## src/rtl/ascon_hash_core.sv

```systemverilog
// Ascon-Hash (v1.2, rate 64, 256-bit digest) responder core.
// One p12 round per clock; blocks absorbed into x0, padding applied as an extra full block.
module ascon_hash_core #(
  parameter int HASH_BITS = 256,
  parameter int ROUNDS    = 12
) (
  input  logic                 clk,
  input  logic                 rst_n,
  input  logic [63:0]          msg_in,
  input  logic                 msg_start,
  input  logic                 msg_last,
  output logic                 msg_ready,
  output logic [HASH_BITS-1:0] hash_out,
  output logic                 hash_ready
);

  localparam logic [2:0] S_IDLE     = 3'd0;
  localparam logic [2:0] S_PERM_MSG = 3'd1;
  localparam logic [2:0] S_WAIT_BLK = 3'd2;
  localparam logic [2:0] S_PERM_PAD = 3'd3;
  localparam logic [2:0] S_PERM_SQZ = 3'd4;
  localparam logic [2:0] S_DONE     = 3'd5;

  localparam logic [63:0] IV0 = 64'hee9398aadb67f03d;
  localparam logic [63:0] IV1 = 64'h8bb21831c60f1002;
  localparam logic [63:0] IV2 = 64'hb48a92db98d5da62;
  localparam logic [63:0] IV3 = 64'h43189921b8f8e3e8;
  localparam logic [63:0] IV4 = 64'h348fa5c9d525e140;
  localparam logic [63:0] PAD = 64'h8000_0000_0000_0000;
  localparam logic [3:0]  LAST_RND = 4'(ROUNDS - 1);

  logic [2:0]           state_q, state_d;
  logic [63:0]          x0_q, x1_q, x2_q, x3_q, x4_q;
  logic [63:0]          x0_d, x1_d, x2_d, x3_d, x4_d;
  logic [3:0]           rnd_q, rnd_d;
  logic [1:0]           sqz_q, sqz_d;
  logic                 last_q, last_d;
  logic [HASH_BITS-1:0] hash_q, hash_d;
  logic                 hrdy_q, hrdy_d;
  logic                 accept;
  logic [7:0]           rc;
  logic [63:0]          a0, a1, a2, a3, a4;
  logic [63:0]          s0, s1, s2, s3, s4;
  logic [63:0]          b0, b1, b2, b3, b4;
  logic [63:0]          r0, r1, r2, r3, r4;

  function automatic logic [63:0] ror(input logic [63:0] x, input int n);
    return (x >> n) | (x << (64 - n));
  endfunction

  assign rc        = 8'hF0 - (8'h0F * {4'h0, rnd_q});
  assign msg_ready = (state_q == S_IDLE) || (state_q == S_WAIT_BLK) || (state_q == S_DONE);
  assign accept    = msg_start && msg_ready;
  assign hash_out  = hash_q;
  assign hash_ready = hrdy_q;

  // One round: constant addition, bitsliced S-box, linear diffusion.
  always_comb begin
    a0 = x0_q ^ x4_q;
    a1 = x1_q;
    a2 = x2_q ^ {56'h0, rc} ^ x1_q;
    a3 = x3_q;
    a4 = x4_q ^ x3_q;
    s0 = a0 ^ (~a1 & a2);
    s1 = a1 ^ (~a2 & a3);
    s2 = a2 ^ (~a3 & a4);
    s3 = a3 ^ (~a4 & a0);
    s4 = a4 ^ (~a0 & a1);
    b0 = s0 ^ s4;
    b1 = s1 ^ s0;
    b2 = ~s2;
    b3 = s3 ^ s2;
    b4 = s4;
    r0 = b0 ^ ror(b0, 19) ^ ror(b0, 28);
    r1 = b1 ^ ror(b1, 61) ^ ror(b1, 39);
    r2 = b2 ^ ror(b2, 1)  ^ ror(b2, 6);
    r3 = b3 ^ ror(b3, 10) ^ ror(b3, 17);
    r4 = b4 ^ ror(b4, 7)  ^ ror(b4, 41);
  end

  always_comb begin
    state_d = state_q;
    x0_d    = x0_q;
    x1_d    = x1_q;
    x2_d    = x2_q;
    x3_d    = x3_q;
    x4_d    = x4_q;
    rnd_d   = rnd_q;
    sqz_d   = sqz_q;
    last_d  = last_q;
    hash_d  = hash_q;
    hrdy_d  = hrdy_q;
    case (state_q)
      S_IDLE, S_DONE: begin
        if (accept) begin
          x0_d    = IV0 ^ msg_in;
          x1_d    = IV1;
          x2_d    = IV2;
          x3_d    = IV3;
          x4_d    = IV4;
          hash_d  = '0;
          hrdy_d  = 1'b0;
          sqz_d   = '0;
          rnd_d   = '0;
          last_d  = msg_last;
          state_d = S_PERM_MSG;
        end
      end
      S_WAIT_BLK: begin
        if (accept) begin
          x0_d    = x0_q ^ msg_in;
          last_d  = msg_last;
          state_d = S_PERM_MSG;
        end
      end
      S_PERM_MSG, S_PERM_PAD, S_PERM_SQZ: begin
        x0_d  = r0;
        x1_d  = r1;
        x2_d  = r2;
        x3_d  = r3;
        x4_d  = r4;
        rnd_d = rnd_q + 4'd1;
        if (rnd_q == LAST_RND) begin
          rnd_d = '0;
          case (state_q)
            S_PERM_MSG: begin
              // The pad block is a full 0x80.. block folded into the final round edge.
              if (last_q) begin
                x0_d    = r0 ^ PAD;
                state_d = S_PERM_PAD;
              end else begin
                state_d = S_WAIT_BLK;
              end
            end
            S_PERM_PAD: begin
              hash_d[255:192] = r0;
              sqz_d           = '0;
              state_d         = S_PERM_SQZ;
            end
            default: begin
              sqz_d = sqz_q + 2'd1;
              case (sqz_q)
                2'd0:    hash_d[191:128] = r0;
                2'd1:    hash_d[127:64]  = r0;
                default: begin
                  hash_d[63:0] = r0;
                  hrdy_d       = 1'b1;
                  state_d      = S_DONE;
                end
              endcase
            end
          endcase
        end
      end
      default: state_d = S_IDLE;
    endcase
  end

  always_ff @(posedge clk or negedge rst_n) begin
    if (!rst_n) begin
      state_q <= S_IDLE;
      x0_q    <= '0;
      x1_q    <= '0;
      x2_q    <= '0;
      x3_q    <= '0;
      x4_q    <= '0;
      rnd_q   <= '0;
      sqz_q   <= '0;
      last_q  <= 1'b0;
      hash_q  <= '0;
      hrdy_q  <= 1'b0;
    end else begin
      state_q <= state_d;
      x0_q    <= x0_d;
      x1_q    <= x1_d;
      x2_q    <= x2_d;
      x3_q    <= x3_d;
      x4_q    <= x4_d;
      rnd_q   <= rnd_d;
      sqz_q   <= sqz_d;
      last_q  <= last_d;
      hash_q  <= hash_d;
      hrdy_q  <= hrdy_d;
    end
  end

endmodule

```

## config.mk

```make
export PLATFORM = sky130hd
export DESIGN_NAME = ascon_hash_core
export DESIGN_NICKNAME = d
export VERILOG_FILES = /design/src/rtl/ascon_hash_core.sv
export SDC_FILE = /design/constraint.sdc
export NUM_CORES = 2
export LEC_CHECK = 0
export CELL_PAD_IN_SITES_DETAIL_PLACEMENT = 1
export CELL_PAD_IN_SITES_GLOBAL_PLACEMENT = 1
export CORE_MARGIN = 2
export CORE_UTILIZATION = 35
export DETAILED_ROUTE_END_ITERATION = 8
export GPL_TIMING_DRIVEN = 0
export PLACE_DENSITY = 0.69
export SLEW_MARGIN = 5
export SYNTH_ARGS = -nofsm -noshare
export SYNTH_HDL_FRONTEND = slang
export SYNTH_SLANG_ARGS = --single-unit
```

## constraint.sdc

```tcl
create_clock -name clk -period 6 [get_ports clk]
set_input_delay 0.9 -clock clk [delete_from_list [all_inputs] [get_ports clk]]
set_output_delay 0.9 -clock clk [all_outputs]
set_load 0.05 [all_outputs]
```

==> results.ini <==
[routing]
wl_mm=190.2
vias=32440
drtIter0Drc=3297
viasPerCell=5.621
drc=0
ant_nets=0
wire_per_inst_um=32.96
dr.pass1.iters=8

[outcome]
violations=max-capacitance violations, max-slew violations
status=complete, but fails checks

[finish]
final_common_cell=xnor2_1
syn2layout_area_growth_pct=20.48
nNetsFinal=4505
stdcell_count=5771
fin_area_um2=46420
drive_above_1_share_pct=6.167
layout_common_cells=xnor2_1 (737), dfrtp_1 (587), nand2_1 (446)

[setup_path]
critPathBufInv=3
crit_fanout=6
endpoint_kind=flip-flop
cp_cell_sequence=inv_1 > fa_1 > fa_1 > inv_1 > ha_1 > inv_1 > ha_1 > a21oi_1 > a211oi_1 > o31ai_1 > nand2_1 > ha_1 > xnor2_1 > xnor2_2 > xnor3_1 > nand2_1 > o221ai_1
slowest_delay_ps=560
cp.arrival_ps=6130
critPathLaunchType=flip-flop
crit_family=adder cells
critPathKind=reg2reg
crit_slowest_cell=xnor2_2
critPathRequiredTime_ps=6480

[clocking]
cts_tree=yes
cts_setup_buffers=0
insertion_delay_ps=680
cts_made_buffers=77
htreeDepth=3
postCtsHoldBufs=0
cts_sinks=587
cts_root_buf=clkbuf_16
cts_repair_resize_count=0
max-clock-path-buffers=3
clk_pin_slew_ps=60

[global_routing]
antenna_found_initial=11
grt_overflow=0
grt_first_pass_wirelength_mm=261.8
grt_pass1_vias=32680
grt_max_degree=100
grt_use_total_pct=33.39

[floorplan]
die_w_um=335.8
initial_utilization_pct=35.34
core_area_um2=109000
dieHeight_um=335.8
rows=121
ios=326
dieArea_um2=112700

[synthesis]
ys_ff_latch=587
ys.warnings.count=0
synthCells=3875
synth_area_per_cell_um2=9.942
yosys.area.top_type_share_pct=38.13
synth_seq_area_share_pct=38.13
syn_area_um2=38530
yosys.area.top_type=dfrtp_1
synth_fp_nets=4095
synth.distinct_cells=51
synth_edf_count=0
synthFlopType=dfrtp_1
synth-async-reset-ratio_pct=100.0
netlist_top_cells_area=dfrtp_1 (38%), xnor2_1 (17%), xor2_1 (5.5%), ha_1 (4.8%), o21ai_0 (4.5%)

[timing]
grt_setup_unrepaired=no
fin_skew_ps=40.57
final.setup.tns_ps=0
final.period_utilization_pct=94.12
slew_headroom_pct=-3.651
hold_viol_final=0
setup_viol=0
fmax_mhz=177.1
worst_pin_slew_ps=1555
final-max-slew-violation-count=11
timing.final.crit_period_ps=5647

[placement]
numPlacedInstances=5620
placed_area_um2=43760
routabilityCongestion=1.067
dpl.hpwl_mm=154.1
port-buffer-count=325

[run]
maxCapViolations=2

[worst_hold_path]
hold_class=in2async

==> through the flow <==
stage	util (%)	hold slack (ps)	worst slack (ps)
finish	42.58	212.6	352.8
detailed placement	40.14	469.8	340.7
CTS	42.54	208.4	355.1
global route	42.57	234.3	105.5
global placement	39.95	462.2	-25080
floorplan	-	469.2	1609
==> path summary, 6_finish.rpt <==
kind / startpoint / to / slack (ps) / cells past startpoint
setup / recovery: rnd_q[2] / x0_q[7] / 350 / 17
hold / removal: rst_n / hash_out[132] / 210 / 1
setup reg to reg: rnd_q[2] / x0_q[7] / 350 / 17
hold reg to reg: hash_out[225] / hash_out[225] / 480 / 2
max in group asynchronous: rst_n / a3[32] / 4280 / 3
min in group clk: hash_out[225] / hash_out[225] / 480 / 2
==> worst reg2reg max path, stage by stage, from the launching register on <==
cell,delay (ps)
dfrtp_1,500
inv_1,210
fa_1,470
fa_1,520
inv_1,40
ha_1,260
inv_1,40
ha_1,320
a21oi_1,270
a211oi_1,140
o31ai_1,460
nand2_1,130
ha_1,250
xnor2_1,180
xnor2_2,560
xnor3_1,530
nand2_1,400
o221ai_1,210
==> sequential cells by signal (all words and copies together) (netlist names) <==
signal      count
last_q          1
a3             64
x0_q           64
state_q         3
rnd_q           4
hash_ready      1
x4_q           64
a1             64
hash_out      256
sqz_q           2
x2_q           64
==> cell type report <==
| type | instances | area (um^2) |
|---|---|---|
| inverters | 287 | 1077 |
| multi-input cells | 2837 | 22140 |
| clock buffers | 105 | 2192 |
| plain buffers | 164 | 683.2 |
| diodes | 11 | 27.53 |
| repair buffers | 331 | 3423 |
| fillers | 12290 | 62590 |
| clock inverters | 35 | 417.9 |
| well taps | 1414 | 1769 |
| flip-flops and latches | 587 | 14690 |
==> logic make-up after synthesis <==
family / after synthesis / share of synthesized area [%]
XOR/XNOR: 1126 / 29.53
adder cells (fa/ha/maj): 197 / 6.203
multiplexers: 82 / 2.169
AO/OA/AOI/OAI: 753 / 12.02
buffers and inverters: 451 / 4.569
flip-flops: 587 / 38.13
AND/OR/NAND/NOR: 679 / 7.375
==> cell usage after synthesis (29+ instances only) <==
library cell / n
xnor2_1: 745
buf_2: 48
a22o_1: 112
xnor2_2: 59
or2_1: 33
nand2_1: 446
o22ai_1: 38
o21ai_1: 38
nand3b_1: 29
a21oi_1: 68
mux2i_1: 79
nand3_1: 40
a22oi_1: 76
xor2_1: 244
ha_1: 147
o21ai_0: 346
maj3_1: 45
nor2_1: 114
xnor3_1: 57
dfrtp_1: 587
clkbuf_1: 100
inv_1: 287
==> per-layer routing <==
| layer | vias up | global-route usage (%) | part of all wire, % |
|---|---|---|---|
| li1 | 13690 | - | - |
| met1 | 16990 | 45.74 | 43 |
| met2 | 1445 | 50.31 | 44 |
| met3 | 310 | 7.203 | 8.2 |
| met4 | 0 | 15.34 | 5.4 |
| met5 | - | 0 | 0 |
Power is not shown: default switching activity piles up to over one toggle a cycle in this logic, so the estimate is an artifact.
